`src/rtl/stft_bin_read_arbiter.sv`:
```
// Shares the spectrum RAM read port between the DFT sweep (absolute priority, zero added latency)
// and a display burst reader that streams bins in the sweep's idle gaps.
module stft_bin_read_arbiter #(
  parameter int unsigned WORD_WIDTH = 16,
  parameter int unsigned FFT_SIZE   = 256,
  localparam int unsigned AW        = $clog2(FFT_SIZE)
) (
  input  logic                    clk,
  input  logic                    reset,
  input  logic                    sweep_active,
  input  logic [AW-1:0]           sweep_rd_addr,
  input  logic                    disp_req,
  input  logic [AW-1:0]           disp_start_idx,
  input  logic [AW:0]             disp_len,
  output logic                    disp_ack,
  output logic                    disp_busy,
  output logic                    disp_rd_valid,
  output logic [AW-1:0]           disp_rd_idx,
  output logic [2*WORD_WIDTH-1:0] disp_rd_data,
  output logic                    disp_done,
  output logic [15:0]             stall_cycles,
  output logic [AW-1:0]           ram_rd_addr,
  input  logic [2*WORD_WIDTH-1:0] ram_rd_data
);

  localparam logic [AW:0] FullLen = (AW+1)'(FFT_SIZE);
  localparam logic [AW:0] OneLen  = (AW+1)'(1);

  typedef enum logic [1:0] {StIdle, StBurst, StDrain} state_e;

  state_e                  state_q, state_d;
  logic [AW-1:0]           issue_addr_q, issue_addr_d;
  logic [AW:0]             remaining_q, remaining_d;
  logic [15:0]             stall_q, stall_d;
  logic                    accept;
  logic                    issue;
  logic [AW:0]             len_clamped;

  logic                    s1_valid_q, s1_last_q;
  logic [AW-1:0]           s1_idx_q;
  logic                    valid_q, done_q;
  logic [AW-1:0]           idx_q;
  logic [2*WORD_WIDTH-1:0] data_q;

  assign len_clamped = (disp_len == '0 || disp_len > FullLen) ? FullLen : disp_len;
  assign issue       = (state_q == StBurst) && !sweep_active;

  always_comb begin
    state_d      = state_q;
    issue_addr_d = issue_addr_q;
    remaining_d  = remaining_q;
    stall_d      = stall_q;
    accept       = 1'b0;
    unique case (state_q)
      StIdle: begin
        if (disp_req) begin
          accept       = 1'b1;
          issue_addr_d = disp_start_idx;
          remaining_d  = len_clamped;
          stall_d      = '0;
          state_d      = StBurst;
        end
      end
      StBurst: begin
        if (sweep_active) begin
          if (stall_q != 16'hFFFF) stall_d = stall_q + 16'd1;
        end else begin
          issue_addr_d = issue_addr_q + 1'b1;
          remaining_d  = remaining_q - OneLen;
          if (remaining_q == OneLen) state_d = StDrain;
        end
      end
      StDrain: begin
        // done_q marks the final beat on the output this cycle
        if (done_q) state_d = StIdle;
      end
      default: state_d = StIdle;
    endcase
  end

  always_ff @(posedge clk or negedge reset) begin
    if (!reset) begin
      state_q      <= StIdle;
      issue_addr_q <= '0;
      remaining_q  <= '0;
      stall_q      <= '0;
    end else begin
      state_q      <= state_d;
      issue_addr_q <= issue_addr_d;
      remaining_q  <= remaining_d;
      stall_q      <= stall_d;
    end
  end

  // Stage 1 tags display issues while the RAM read is in flight; stage 2 registers the beat.
  always_ff @(posedge clk or negedge reset) begin
    if (!reset) begin
      s1_valid_q <= 1'b0;
      s1_last_q  <= 1'b0;
      s1_idx_q   <= '0;
      valid_q    <= 1'b0;
      done_q     <= 1'b0;
      idx_q      <= '0;
      data_q     <= '0;
    end else begin
      s1_valid_q <= issue;
      s1_last_q  <= issue && (remaining_q == OneLen);
      if (issue) s1_idx_q <= issue_addr_q;
      valid_q <= s1_valid_q;
      done_q  <= s1_valid_q && s1_last_q;
      if (s1_valid_q) begin
        idx_q  <= s1_idx_q;
        data_q <= ram_rd_data;
      end
    end
  end

  // Ack is combinational so the first read issues the cycle after acceptance.
  assign disp_ack      = accept && reset;
  assign disp_busy     = (state_q != StIdle);
  assign disp_rd_valid = valid_q;
  assign disp_rd_idx   = idx_q;
  assign disp_rd_data  = data_q;
  assign disp_done     = done_q;
  assign stall_cycles  = stall_q;
  assign ram_rd_addr   = sweep_active ? sweep_rd_addr : issue_addr_q;

endmodule

```
`config.mk`:
```
export PLATFORM = sky130hd
export DESIGN_NAME = stft_bin_read_arbiter
export DESIGN_NICKNAME = d
export VERILOG_FILES = /design/src/rtl/stft_bin_read_arbiter.sv
export SDC_FILE = /design/constraint.sdc
export NUM_CORES = 1
export LEC_CHECK = 0
export ABC_CLOCK_PERIOD_IN_PS = 2100
export BUFFER_PORTS_ARGS = -buffer_cell sky130_fd_sc_hd__buf_2
export CAP_MARGIN = 40
export CORE_MARGIN = 8
export CORE_UTILIZATION = 30
export DETAILED_ROUTE_END_ITERATION = 12
export HOLD_SLACK_MARGIN = 0.03
export PLACE_DENSITY = 0.57
export SYNTH_ARGS = -nofsm -noshare
export SYNTH_HDL_FRONTEND = slang
export SYNTH_SLANG_ARGS = --single-unit
```
`constraint.sdc`:
```
create_clock -name clk -period 2.1 [get_ports clk]
set_clock_uncertainty 0.1 [all_clocks]
set_input_delay 0.105 -clock clk [delete_from_list [all_inputs] [get_ports clk]]
set_output_delay 0.105 -clock clk [all_outputs]
set_load 0.02 [all_outputs]
```
==> results of run 1 <==
## layer usage
metal / global-route usage / vias up
met1: 0.173 / 1722
li1: - / 1755
met5: 0 / -
met2: 0.213 / 130
met3: 0.0433 / 15
met4: 0.0568 / 0
## worst min-delay path, stage by stage
cell,delay [ns]
dlygate4sd3_1,0.59
buf_4,0.15
buf_12,0.35
## layout make-up
class	count	area (um^2)	area share
clock buffer	9	225	0.0379
clock inverter	5	85.1	0.0143
inverter	12	45.0	0.00758
multi-input combinational	249	1860	0.313
sequential	87	2180	0.367
tap	180	225	0.0379
timing repair buffer	196	1320	0.222
## timing repair
action	CTS	global route
setup endpoints to repair	0	9
hold buffers	52	0
hold endpoints to repair	137	0
resized for setup	0	1
buffers inserted	0	0
## cell usage after synthesis (4+ instances only)
cell and count:
a21oi_1 19, a2bb2oi_1 7, a31oi_1 6, and3_1 6, clkbuf_1 15, dfrtp_1 87, ha_1 5, inv_1 12
mux2_2 56, nand2_1 22, nand2b_1 5, nand3_1 14, nand4_1 5, nor2_1 7, nor3_1 11, nor4_1 9
o21ai_0 22, o22a_1 6, o22ai_1 4
## report_power, final
part           internal, W  switching, W
registers          0.00226      0.000483
clock network      0.00103      0.000647
logic              0.00127       0.00154
total              0.00456       0.00267
## placed cells by master (no fill, tap or decap), types with 6 or more instances in the layout
master         count
nor3_1            11
inv_1             12
buf_2            127
clkbuf_16          9
dlygate4sd3_1     52
nor2_1             7
mux2_2            56
buf_4             14
dfrtp_1           86
o22a_1             6
a31oi_1            6
nor4_1             9
nand3_1           14
a21oi_1           19
a2bb2oi_1          7
o21ai_0           22
and3_1             6
nand2_1           22
## worst max path at each step
stage | startpoint | end | depth (start not counted)
CTS | stall_cycles[1]$_DFFE_PN0P_ | stall_cycles[4]$_DFFE_PN0P_ | 5
floorplan | stall_cycles[0]$_DFFE_PN0P_ | stall_cycles[5]$_DFFE_PN0P_ | 6
global placement | stall_cycles[1]$_DFFE_PN0P_ | stall_cycles[15]$_DFFE_PN0P_ | 5
detailed placement | stall_cycles[1]$_DFFE_PN0P_ | stall_cycles[7]$_DFFE_PN0P_ | 5
finish | stall_cycles[1]$_DFFE_PN0P_ | stall_cycles[4]$_DFFE_PN0P_ | 5
global route | stall_cycles[1]$_DFFE_PN0P_ | stall_cycles[4]$_DFFE_PN0P_ | 5
## registers in the layout (all words and copies together) (netlist names)
signal	cells
issue_addr_q	8
disp_done	1
disp_rd_data	32
s1_idx_q	8
s1_valid_q	1
state_q	2
s1_last_q	1
remaining_q	9
stall_cycles	16
disp_rd_idx	8
disp_rd_valid	1
## cells by family after synthesis
kind of cell / synth area share
compound gates: 0.146
simple gates: 0.132
buf+inv: 0.0299
mux: 0.152
flops: 0.525
fa+ha+maj: 0.0151
## metrics by stage
step           worst slack (ns)  instance area [um^2]  instances   util  hold WS [ns]
4_1_cts                  0.0599                  5930        737  0.434         0.360
5_1_grt                  0.0155                  5940        738  0.435         0.391
3_3_place_gp              0.157                  5100        671  0.373         0.106
2_1_floorplan            0.0859                  4150        367      -        -0.291
6_report                 0.0977                  5940        738  0.435         0.324
3_5_place_dp             0.0724                  5100        671  0.373         0.115
==> flow_summary.yaml, run 1 <==
clock_network:
  cts_tree: "built"
  root_buffer: "clkbuf_16"
  numCtsBuffers: 9
  clock-sinks: 87
  cts_max_level: 3
  clk_latency_ns: 0.34
  clock_path_buffers: 2
  clkTransAtPathRegs_ns: 0.06
routing:
  vias: 3622
  via_per_inst: 4.91
  routedWlPerCell_um: 16.3
  wl_met3_um: 927
  routed_wl_mm: 12.0
  drt_iter0_drc: 189
  firstDrtPassIters: 4
  drc_errors: 0
  ant_nets: 0
  drt-met1-wl_mm: 5.48
  route.met2.wl_mm: 5.43
  highest-signal-layer: "met4"
pwr:
  power_w: 0.00723
  ir_drop_mv: 0.376
  p_leak_nw: 2.67
  p_per_area_nw_per_um2: 1220
finish:
  fillers: 1301
  drive_gt1_frac: 0.401
  area_growth_pct: 43.4
  diodes: 0
  nets: 621
critical_path:
  crit_slowest_cell: "or4_4"
  cp.required_ns: 2.28
  crit_fanout: 6
  end_kind: "flop"
  reg2reg_to: "stall_cycles[4]$_DFFE_PN0P_"
  arrival_ns: 2.18
  r2r_cells: 5
  critPathTopFamily: "simple AND/OR/NAND/NOR gates"
  slowest_delay_ns: 0.62
  start_kind: "flop"
  r2r_slack_ns: 0.1
  r2r_start: "stall_cycles[1]$_DFFE_PN0P_"
  path_cells: "ha_1 -> nand3_2 -> or4_4 -> o21ai_4 -> o22a_1"
  critPathBufInv: 0
  critical_path_class: "flop to flop"
timing:
  finalSetupTns_ns: 0
  post-route-period-util: 0.953
  fmax_mhz: 499
  slew_viol_final: 0
  setup_viol: 0
  hold_viol_final: 0
  fin_crit_ns: 2.00
  tightestPinTransition_ns: 0.537
  rsz0062_at_grt: "false"
  timing.slew.headroom: 0.639
min_path:
  hp-class: "input pin to asynchronous set/reset pin"
grt:
  grt_usage: 0.137
  grt_pass1_vias: 3668
  antenna_found_initial: 0
  gr-total-overflow: 0
  grt_pass1_wl_mm: 19.7
  grt_max_degree: 88
synth:
  synth_edf_count: 0
  synth_nets: 433
  yosysSeqAreaShare: 0.525
  synthArstFlopShare: 1.00
  yosysTopAreaCell: "dfrtp_1"
  yosysWarnings: 0
  avgSynthCellArea_um2: 11.3
  synth_seq_cells: 87
  syn_inst: 367
  synth_ff_type: "dfrtp_1"
  synth.cell_area_um2: 4150
  synth_area_leaders: "dfrtp_1 53%, mux2_2 15%, o21ai_0 2.7%, a21oi_1 2.3%, nand2_1 2.0%"
  synth_top_area_share: 0.525
  synth_cell_types: 52
status:
  outcome: "completed"
flow_run:
  drv_cap: 0
floorplanning:
  ios: 129
  coreArea_um2: 13700
  die_w_um: 134
  rows: 43
  die-area_um2: 17800
  fp.dieH_um: 134
  start_util: 0.303
placed_design:
  portBuffers: 128
  hpwl_mm: 8.47
  gp_congestion: 0.815
Power figures use the tool's default switching activity.
==> run 2: changes to the inputs <==
--- a/config.mk
+++ b/config.mk
@@ -8,11 +8,12 @@
 export ABC_CLOCK_PERIOD_IN_PS = 2100
 export BUFFER_PORTS_ARGS = -buffer_cell sky130_fd_sc_hd__buf_2
 export CAP_MARGIN = 40
+export CORE_ASPECT_RATIO = 1.5
 export CORE_MARGIN = 8
-export CORE_UTILIZATION = 30
+export CORE_UTILIZATION = 40
 export DETAILED_ROUTE_END_ITERATION = 12
 export HOLD_SLACK_MARGIN = 0.03
-export PLACE_DENSITY = 0.57
+export PLACE_DENSITY = 0.7
 export SYNTH_ARGS = -nofsm -noshare
 export SYNTH_HDL_FRONTEND = slang
 export SYNTH_SLANG_ARGS = --single-unit
==> run 2 against run 1 <==
  * Maximum frequency is 1.2% lower
  * Highest routed layer unchanged
  * Flip-flop and latch count is the same
  * Cell count down 8.3%
  * Critical path depth is 1 higher
  * Sequential power increased by 1%
  * Register-to-register slack worse by 0.02 ns
==> flow_summary.yaml, run 2 (synthesis results as in run 1) <==
grt:
  global_route.usage.met1: 0.188
  gr-total-overflow: 0
  grt_pass1_vias: 3873
  busiest_layer: "met2"
  met2_usage: 0.290
  grt_usage: 0.168
  met3_usage: 0.0552
  grt_max_degree: 88
  grt_pass1_wl_mm: 19.1
  antenna_found_initial: 0
pwr:
  swShare: 0.385
  ir_drop_mv: 0.564
  p_leak_nw: 2.66
  sequentialPowerShare: 0.391
  p_int_w: 0.00437
  p_clk_frac: 0.218
  combPwrFrac: 0.390
  p_per_area_nw_per_um2: 1220
  power.switching_w: 0.00274
timing:
  fin_crit_ns: 2.03
  slew_viol_final: 0
  timing.slew.headroom: 0.679
  rsz0062_at_grt: "true"
  post-route-period-util: 0.965
  tightestPinTransition_ns: 0.477
  setup_viol: 0
  fmax_mhz: 493
  hold_viol_final: 0
  setup_slack_ns: 0.0735
floorplanning:
  ios: 129
  die_w_um: 99.1
  start_util: 0.409
  rows: 45
  fp.dieH_um: 141
  coreArea_um2: 10100
  die-area_um2: 13900
routing:
  routedWlPerCell_um: 17.2
  firstDrtPassIters: 4
  via_per_inst: 5.38
  vias: 3639
  ant_nets: 0
  routed_wl_mm: 11.6
  drc_errors: 0
  drt_iter0_drc: 124
critical_path:
  crit_fanout: 22
  cp.required_ns: 2.26
  end_kind: "flop"
  start_kind: "flop"
  critical_path_class: "flop to flop"
  arrival_ns: 2.18
clock_network:
  clk_latency_ns: 0.33
  clock-sinks: 87
  clock_path_buffers: 2
  cts_tree: "built"
  clkTransAtPathRegs_ns: 0.07
  post-cts-setup-buffer-count: 0
  numCtsBuffers: 9
  cts_max_level: 3
  root_buffer: "clkbuf_16"
flow_run:
  drv_cap: 0
placed_design:
  portBuffers: 128
  dp_worst_setup_slack_ns: 0.0884
  dpl_cell_area_um2: 5020
  gp_congestion: 0.900
  hpwl_mm: 7.92
finish:
  fillers: 823
  nets: 621
  final_cell_area_um2: 5830
  diodes: 0
  layout_common_cells: "127 x buf_2, 85 x dfrtp_1, 56 x mux2_2"
  drive_gt1_frac: 0.411
  largest_reg_flops: 32
  area_growth_pct: 40.7
  mostFrequentLayoutCell: "buf_2"
min_path:
  hp-class: "input pin to flop"
status:
  outcome: "completed"
## run 2: cell type report
type	count	area (um^2)	share of cell area
Timing Repair Buffer	197	1310	0.225
Tap cell	117	146	0.0251
Clock buffer	9	225	0.0386
Sequential cell	87	2180	0.374
Clock inverter	7	68.8	0.0118
Multi-Input combinational cell	248	1860	0.318
Inverter	12	45.0	0.00772
## run 2: timing repair
item / 4_1_cts / 5_1_grt
gates resized for setup: 0 / 3
endpoints found under the hold margin: 136 / 0
endpoints found under the setup margin: 0 / 9
hold buffers: 51 / 0
## run 2: layer usage
metal / wire length [um] / up-vias / part of all wire
met4: 191 / 0 / 0.016
met5: 0 / - / 0
li1: - / 1747 / -
met3: 829 / 11 / 0.071
met2: 5800 / 139 / 0.50
met1: 4820 / 1742 / 0.41
## run 2: stage by stage
step	TNS (ns)	instances	utilization	hold slack, ns	power [W]
finish	0	677	0.576	0.0551	0.00711
global route	-0.00680	677	0.576	0.0705	0.00757
CTS	0	677	0.575	0.0338	0.00717
detailed placement	0	610	0.495	0.109	0.00550
global placement	0	610	0.495	0.105	0.00541
floorplan	0	367	-	-0.291	0.00453
## run 2: worst max-delay path, stage by stage (launching register included)
cell	delay, ns
dfrtp_2	0.46
nand2b_1	0.19
buf_4	0.23
a31oi_1	0.17
a31oi_1	0.06
dlygate4sd3_1	0.58
a2bb2oi_1	0.15
## run 2: power by group through the flow
stage | registers, W | logic (W) | clock network, W
finish | 0.00279 | 0.00278 | 0.00155
CTS | 0.00278 | 0.00279 | 0.00161
global route | 0.00288 | 0.00303 | 0.00166
floorplan | 0.00307 | 0.00146 | 0
global placement | 0.00277 | 0.00264 | 0
detailed placement | 0.00281 | 0.00269 | 0
## run 2: path summary, 6_finish.rpt
check	slack (ns)	endpoint	start	cells after the start
setup / recovery	0.07	remaining_q[7]$_DFFE_PN0P_	state_q[1]$_DFFE_PN0P_	6
hold / removal	0.06	issue_addr_q[0]$_DFFE_PN0P_	disp_start_idx[0]	4
setup reg to reg	0.07	remaining_q[7]$_DFFE_PN0P_	state_q[1]$_DFFE_PN0P_	6
hold reg to reg	0.37	disp_done$_DFF_PN0_	s1_last_q$_DFF_PN0_	1
max in group asynchronous	1.27	s1_valid_q$_DFF_PN0_	reset	3
min in group asynchronous	0.27	disp_rd_data[13]$_DFFE_PN0P_	reset	3
==> run 3: changes to the inputs <==
--- a/config.mk
+++ b/config.mk
@@ -8,7 +8,7 @@
 export ABC_CLOCK_PERIOD_IN_PS = 2100
 export BUFFER_PORTS_ARGS = -buffer_cell sky130_fd_sc_hd__buf_2
 export CAP_MARGIN = 40
-export CORE_ASPECT_RATIO = 1.5
+export CORE_ASPECT_RATIO = 0.9
 export CORE_MARGIN = 8
 export CORE_UTILIZATION = 40
 export DETAILED_ROUTE_END_ITERATION = 12
==> run 3 against run 2 <==
  * Sequential share of layout area increased by 0.21 points
  * Total power increased by 0.52%
  * Die area decreased by 0.45%
  * Clock power about the same
  * Sequential power about the same
  * Critical path depth increased by 1
  * Final area decreased by 0.62%
  * Clock-buffer cell count unchanged
  * Non-clock buffer count decreased by 5
  * Combinational power about the same
  * Via count increased by 2.1%
  * Largest power group is now combinational cells
  * Highest routed layer unchanged
==> flow_summary.yaml, run 3 (synthesis results as in run 1) <==
status:
  outcome: "completed"
critical_path:
  end_kind: "flop"
  r2r_slack_ns: 0.15
  slowest_delay_ns: 0.35
  reg2reg_to: "stall_cycles[1]$_DFFE_PN0P_"
  r2r_cells: 7
  r2r_start: "stall_cycles[0]$_DFFE_PN0P_"
  cp.required_ns: 2.25
  worstSetupPathDepth: 7
  crit_top_cell: "buf_4"
  critPathBufInv: 2
  critPathTopFamily: "simple AND/OR/NAND/NOR gates"
  path_cells: "ha_1 -> nand3_2 -> buf_4 -> nor4_2 -> buf_4 -> a21boi_1 -> o21ai_0"
  start_kind: "flop"
  crit_slowest_cell: "dfrtp_1"
  crit_fanout: 7
  arrival_ns: 2.10
  critical_path_class: "flop to flop"
finish:
  nets: 616
  mostFrequentLayoutCell: "buf_2"
  final_cell_area_um2: 5800
  largest_reg_flops: 32
  layout_common_cells: "127 x buf_2, 86 x dfrtp_1, 56 x mux2_2"
  fillers: 859
  diodes: 0
  area_growth_pct: 39.9
  drive_gt1_frac: 0.405
clock_network:
  clock_path_buffers: 2
  clkTransAtPathRegs_ns: 0.07
  cts_tree: "built"
  numCtsBuffers: 9
  cts_resized: 0
  cts_max_level: 3
  clock-sinks: 87
  clk_latency_ns: 0.33
  root_buffer: "clkbuf_16"
routing:
  routed_wl_mm: 11.9
  drt_iter0_drc: 197
  vias: 3717
  routedWlPerCell_um: 17.3
  drc_errors: 0
  via_per_inst: 5.43
  firstDrtPassIters: 5
  ant_nets: 0
floorplanning:
  die-area_um2: 13900
  start_util: 0.408
  ios: 129
  coreArea_um2: 10200
  rows: 35
  fp.dieH_um: 113
  die_w_um: 123
grt:
  grt_pass1_wl_mm: 19.3
  met2_usage: 0.291
  grt_max_degree: 88
  grt_pass1_vias: 3895
  antenna_found_initial: 0
  grt_usage: 0.173
  busiest_layer: "met2"
  gr-total-overflow: 0
  global_route.usage.met1: 0.211
  met3_usage: 0.0291
timing:
  holdWs_ns: 0.0244
  hold_viol_final: 0
  setup_slack_ns: 0.154
  finalSetupTns_ns: 0
  setup_viol: 0
  fin_crit_ns: 1.95
  post-route-period-util: 0.927
  fmax_mhz: 514
  tightestPinTransition_ns: 0.568
  slew_viol_final: 0
  rsz0062_at_grt: "false"
  timing.slew.headroom: 0.618
placed_design:
  dpl_cell_area_um2: 5020
  gp_congestion: 0.842
  hpwl_mm: 8.16
  dp_worst_setup_slack_ns: 0.199
  portBuffers: 128
min_path:
  hp-class: "input pin to flop"
  hp-start: "disp_start_idx[4]"
  hold_depth: 3
  min_to: "issue_addr_q[4]$_DFFE_PN0P_"
pwr:
  ir_drop_mv: 0.687
  p_per_area_nw_per_um2: 1230
  p_leak_nw: 2.64
flow_run:
  drv_cap: 0
[run 3: changes by cell type in the layout (fill, tap and decap cells not counted)]
cell           previous run  this run
dlygate4sd3_1            51        48
nor4_1                    8         9
buf_4                    17        15
ha_2                      1         0
clkinvlp_4                0         1
inv_6                     3         2
clkinv_8                  0         1
dfrtp_2                   2         1
dfrtp_1                  85        86
inv_8                     3         2
ha_1                      4         5
nor4_2                    2         1
[run 3: final cells by class]
class / count / area, um^2 / area share
inverters: 12 / 45.0 / 0.00777
repair buffers: 192 / 1270 / 0.219
clock buffers: 9 / 225 / 0.0388
flip-flops and latches: 87 / 2180 / 0.376
well taps: 129 / 161 / 0.0278
multi-input cells: 248 / 1850 / 0.319
clock inverters: 7 / 72.6 / 0.0125
[run 3: worst min-delay path, stage by stage]
cell	delay, ns
buf_2	0.08
o22ai_1	0.07
a21oi_1	0.15
[run 3: stage by stage]
| step | instances | utilization | power (W) |
|---|---|---|---|
| CTS | 684 | 0.571 | 0.00722 |
| detailed placement | 620 | 0.494 | 0.00554 |
| finish | 684 | 0.571 | 0.00715 |
| global placement | 620 | 0.494 | 0.00541 |
| floorplan | 367 | - | 0.00453 |
| global route | 684 | 0.571 | 0.00762 |
[run 3: routing by layer]
layer  routed length (um)  vias up
met1                 4980     1809
met5                    0        -
met2                 5890      148
met4                  329        0
met3                  665       22
li1                     -     1738
[run 3: timing repair]
action | in CTS | in global routing
setup endpoints to repair | 0 | 0
buffers inserted | 0 | 0
hold buffers | 48 | 0
hold endpoints to repair | 134 | 0
[run 3: how the worst max path moves through the flow]
stage / startpoint / end / slack, ns
4_1_cts: stall_cycles[0]$_DFFE_PN0P_ / stall_cycles[1]$_DFFE_PN0P_ / 0.16
3_5_place_dp: stall_cycles[0]$_DFFE_PN0P_ / stall_cycles[1]$_DFFE_PN0P_ / 0.20
3_3_place_gp: stall_cycles[5]$_DFFE_PN0P_ / stall_cycles[13]$_DFFE_PN0P_ / 0.23
6_report: stall_cycles[0]$_DFFE_PN0P_ / stall_cycles[1]$_DFFE_PN0P_ / 0.15
2_1_floorplan: stall_cycles[0]$_DFFE_PN0P_ / stall_cycles[5]$_DFFE_PN0P_ / 0.09
5_1_grt: disp_len[0] / remaining_q[6]$_DFFE_PN0P_ / 0.03
[run 3: report_power, final]
part           switching (W)  internal [W]
clock network       0.000745      0.000840
registers           0.000508       0.00226
logic                0.00154       0.00126
